$ cat src/rtl/fetch_ctrl.sv
// F-stage fetch sequencer: owns the PC, arbitrates sequential/branch/CP0 redirects,
// flags fetch address errors (AdEL) and presents word, PC and exception code to F/D.
module fetch_ctrl #(
   parameter logic [31:0] RESET_PC  = 32'h0000_3000,
   parameter logic [31:0] TEXT_BASE = 32'h0000_3000,
   parameter logic [31:0] TEXT_END  = 32'h0000_3FFF
) (
   input  logic        clk,
   input  logic        reset,
   input  logic        stall,
   input  logic        br_req,
   input  logic [31:0] br_pc,
   input  logic        exc_req,
   input  logic [31:0] exc_pc,
   output logic [11:0] im_addr,
   input  logic [31:0] im_instr,
   output logic [31:0] pc_f,
   output logic [31:0] instr_f,
   output logic [4:0]  exc_code_f,
   output logic        valid_f,
   output logic [31:0] fetch_cnt
);

   typedef enum logic [1:0] {
      BOOT = 2'd0,
      RUN  = 2'd1,
      HOLD = 2'd2
   } state_t;

   localparam logic [4:0] EXC_ADEL = 5'd4;

   state_t      state_q;
   logic [31:0] pc_q;
   logic [31:0] pend_pc_q;
   logic        pend_v_q;
   logic        valid_q;
   logic [31:0] cnt_q;

   logic [31:0] pc_seq_d;
   logic [31:0] cnt_d;
   logic        fetch_acc;
   logic        adel;

   assign pc_seq_d  = pc_q + 32'd4;
   assign cnt_d     = cnt_q + 32'd1;
   assign fetch_acc = valid_q & ~stall & ~exc_req;

   always_ff @(posedge clk) begin
      if (reset) begin
         state_q   <= BOOT;
         pc_q      <= RESET_PC;
         pend_pc_q <= 32'd0;
         pend_v_q  <= 1'b0;
         valid_q   <= 1'b0;
         cnt_q     <= 32'd0;
      end else begin
         if (fetch_acc) begin
            cnt_q <= cnt_d;
         end
         case (state_q)
            BOOT: begin
               state_q <= RUN;
               valid_q <= 1'b1;
            end
            RUN: begin
               if (exc_req) begin
                  pc_q <= exc_pc;
               end else if (br_req && !stall) begin
                  pc_q <= br_pc;
               end else if (br_req) begin
                  // Redirect arrives while F is frozen: park it until the stall clears.
                  pend_pc_q <= br_pc;
                  pend_v_q  <= 1'b1;
                  state_q   <= HOLD;
               end else if (!stall) begin
                  pc_q <= pc_seq_d;
               end
            end
            HOLD: begin
               if (exc_req) begin
                  pc_q     <= exc_pc;
                  pend_v_q <= 1'b0;
                  state_q  <= RUN;
               end else if (!stall) begin
                  if (pend_v_q) begin
                     pc_q <= pend_pc_q;
                  end
                  pend_v_q <= 1'b0;
                  state_q  <= RUN;
               end
            end
            default: begin
               state_q  <= BOOT;
               valid_q  <= 1'b0;
               pend_v_q <= 1'b0;
            end
         endcase
      end
   end

   assign adel = (pc_q[1:0] != 2'b00) || (pc_q < TEXT_BASE) || (pc_q > TEXT_END);

   assign im_addr    = pc_q[13:2];
   assign pc_f       = pc_q;
   assign valid_f    = valid_q;
   assign exc_code_f = (valid_q && adel) ? EXC_ADEL : 5'd0;
   assign instr_f    = (valid_q && !adel) ? im_instr : 32'd0;
   assign fetch_cnt  = cnt_q;

endmodule

$ cat config.mk
export PLATFORM = sky130hd
export DESIGN_NAME = fetch_ctrl
export DESIGN_NICKNAME = d
export VERILOG_FILES = /design/src/rtl/fetch_ctrl.sv
export SDC_FILE = /design/constraint.sdc
export NUM_CORES = 1
export LEC_CHECK = 0
export ABC_AREA = 1
export CAP_MARGIN = 20
export CORE_MARGIN = 3
export CORE_UTILIZATION = 45
export DETAILED_ROUTE_END_ITERATION = 10
export GPL_ROUTABILITY_DRIVEN = 0
export PLACE_DENSITY = 0.79
export SLEW_MARGIN = 15
export SYNTH_ARGS = -nofsm -noshare
export SYNTH_HDL_FRONTEND = slang
export SYNTH_SLANG_ARGS = --single-unit
$ cat constraint.sdc
create_clock -name clk -period 1.8 [get_ports clk]
set_input_delay 0.45 -clock clk [delete_from_list [all_inputs] [get_ports clk]]
set_output_delay 0.45 -clock clk [all_outputs]
set_load 0.05 [all_outputs]
==> flow_summary.ini <==
[power]
p_per_area_nw_per_um2 = 726.7
peakVddDrop_mv = 0.3784
leakagePower_nw = 4.373

[synthesis]
synth_top_area_frac = 0.3075
netlist_top_cells_area = dfxtp_1, nand2_1, nor2_1
ys_ff_latch = 100
synth_ff_type = dfxtp_1
syn_inst = 1084
yosysUniqueCellTypes = 39
syn_area_um2 = 6511
yosysWarnings = 0
async_flop_share = 0
synth-edff-count = 0
yosys.cell_count.top_type = nand2_1
yosysSeqAreaShare = 0.3075
avgSynthCellArea_um2 = 6.007
synth_top_cells_by_count = nand2_1, nor2_1, inv_1, dfxtp_1, o21ai_0
yosysTopAreaCell = dfxtp_1

[placed_design]
dp.final_hpwl_um = 19030
io_buffers = 210
placement.cell_area_um2 = 10000

[worst_setup_path]
crit_path_end_kind = output pin
reg2regPathDepth = 10
r2r_slack_ns = 0.14
path_buf_inv = 3
rr_endpoint = pc_f[28]$_SDFFE_PP0P_
slowest_delay_ns = 0.35
path_cells = inv_4 > nand4_1 > nor4_4 > nand4_4 > buf_12 > nor2_4 > buf_12
cp.arrival_ns = 1.90
startpoint = pc_f[26]$_SDFFE_PP0P_
path_delay_family = simple AND/OR/NAND/NOR gates
worstSetupPathType = flip-flop to output pin
cp_max_fo = 14
start_kind = flip-flop
crit_slowest_cell = dfxtp_4
required_ns = 1.35
r2r_start = state_q[0]$_SDFFE_PP0P_
cpMostUsedCell = buf_12

[clock_tree]
htreeDepth = 3
cts_hold_buffers = 0
numCtsBuffers = 9
cts_tree = built
cts_buffer_depth = 2
clock_sinks = 100
clock_latency_ns = 0.35
cts_root_buf = clkbuf_16
path_clk_slew_ns = 0.07

[flow_run]
drv_cap = 0

[floorplanning]
ios = 215
die_h_um = 126.3
dieArea_um2 = 15950
fp-row-count = 43
die_x_um = 126.3
initial_core_util = 0.4637
core_um2 = 14040

[sta]
hold_viol = 0
rsz0062_at_grt = yes
max_freq_mhz = 424.7
setup_viol = 33
final.period_utilization = 1.308
setup_slack_ns = -0.5546
slew_violations = 0
min_period_ns = 2.355
fin_skew_ns = 0.009454

[cells_and_area]
drive_gt1_frac = 0.2385
multi_input_area_um2 = 4040
nNetsFinal = 1452
final_util = 0.7383
antenna_cells = 0
regArea_um2 = 2059
finalInstanceArea_um2 = 10370
fill_cells = 1129
area_growth_pct = 59.22

[detailed_routing]
drt_wl_total_um = 24560
via_per_inst = 5.392
drc = 0
drtIter0Drc = 859
first_pass_iters = 7
via_count = 8250
wl_per_cell_um = 16.05
antenna_left = 0

[global_routing]
grt_max_degree = 40
grt.overflow.total = 0
grt_pass1_vias = 7863
grt_pass1_wl_um = 39270
antenna_found_initial = 0
grt_usage = 0.2997

[min_path]
hold_start = pend_v_q$_SDFFE_PP0P_
hold_end = pend_v_q$_SDFFE_PP0P_
min_path_cells = 2
hp-class = flip-flop to flip-flop

[outcome]
outcome = complete, but fails checks
failed_checks = negative setup slack
-- power by group --
part / internal, mW / switching, mW
combinational: 1.27 / 1.80
sequential: 2.41 / 0.129
clock: 1.06 / 0.868
total: 4.74 / 2.79
-- per-stage QoR --
stage          power (mW)  std cells  setup TNS [ns]  worst slack (ns)  hold WS (ns)
2_1_floorplan       4.215       1087          -5.388           -0.1902        0.4335
3_3_place_gp        5.518       1511          -14.40           -0.2114        0.4489
3_5_place_dp        5.562       1511          -19.26           -0.2404        0.4812
4_1_cts             7.483       1528          -17.42           -0.5567        0.4908
5_1_grt             7.811       1530          -19.82           -0.6314        0.5052
6_report            7.534       1530          -17.69           -0.5546        0.4897
-- cells by family (layout without fill, tap and decap cells) --
kind of cell               count (synthesis)  after routing  synth area share
buffers and inverters                    179            442            0.1199
xor gates and xnor gates                   9              9           0.01211
AOI/OAI and AO/OA                        202            202            0.1737
DFF                                      100            100            0.3075
other                                      1              4         0.0005759
and+or+nand+nor                          587            587            0.3747
adders and majority gates                  6              6           0.01153
-- registers in the layout, indices dropped and copies added (netlist names) --
| signal | count |
|---|---|
| pc_f | 32 |
| state_q | 2 |
| valid_f | 1 |
| pend_pc_q | 32 |
| fetch_cnt | 32 |
| pend_v_q | 1 |
-- what timing repair did --
action,CTS,global route
pin swaps,3,5
resized for setup,5,22
endpoints found under the setup margin,33,69
setup buffers,1,2
-- worst register-to-register path, stage by stage (launching register included) --
cell and delay [ns]:
dfxtp_2 0.34, inv_1 0.08, ha_2 0.22, inv_1 0.06, nor2_2 0.13, o21ai_1 0.10
nand3_2 0.13, inv_2 0.07, buf_12 0.17, o21ai_0 0.19, a21oi_1 0.06
-- cell usage in the layout, fill, tap and decap left out, types with 13 or more instances in the layout --
master           instances
dfxtp_2                 16
o21ai_0                 89
buf_12                  59
nor2_1                 197
nand2_1                256
nor2_4                  34
nand3_1                 53
o21ai_1                 13
inv_1                  108
a21oi_1                 58
dfxtp_1                 74
a22o_1                  21
buf_4                  144
clkdlybuf4s50_1         99
-- final cells by class --
class | count | share of cell area
clock buffers | 13 | 0.02619
inverters | 120 | 0.04369
repair buffers | 306 | 0.3182
multi-input cells | 808 | 0.3897
flip-flops and latches | 100 | 0.1986
clock inverters | 3 | 0.001810
well taps | 180 | 0.02172
-- worst max path at each step --
stage | end | slack [ns] | cells after the start
global route | instr_f[11] | -0.63 | 7
floorplan | instr_f[10] | -0.19 | 6
global placement | state_q[0]$_SDFFE_PP0P_ | -0.21 | 9
detailed placement | state_q[0]$_SDFFE_PP0P_ | -0.24 | 9
finish | instr_f[7] | -0.55 | 7
CTS | instr_f[10] | -0.56 | 7
-- metal layers --
layer | part of all wire | wire (um) | track usage | vias up
met5 | 0 | 0 | 0 | -
met4 | 0.021 | 522 | 0.09022 | 0
met3 | 0.086 | 2101 | 0.04589 | 60
met2 | 0.50 | 12360 | 0.5268 | 431
met1 | 0.39 | 9577 | 0.3797 | 3788
li1 | - | - | - | 3971
Power figures use the tool's default switching activity.
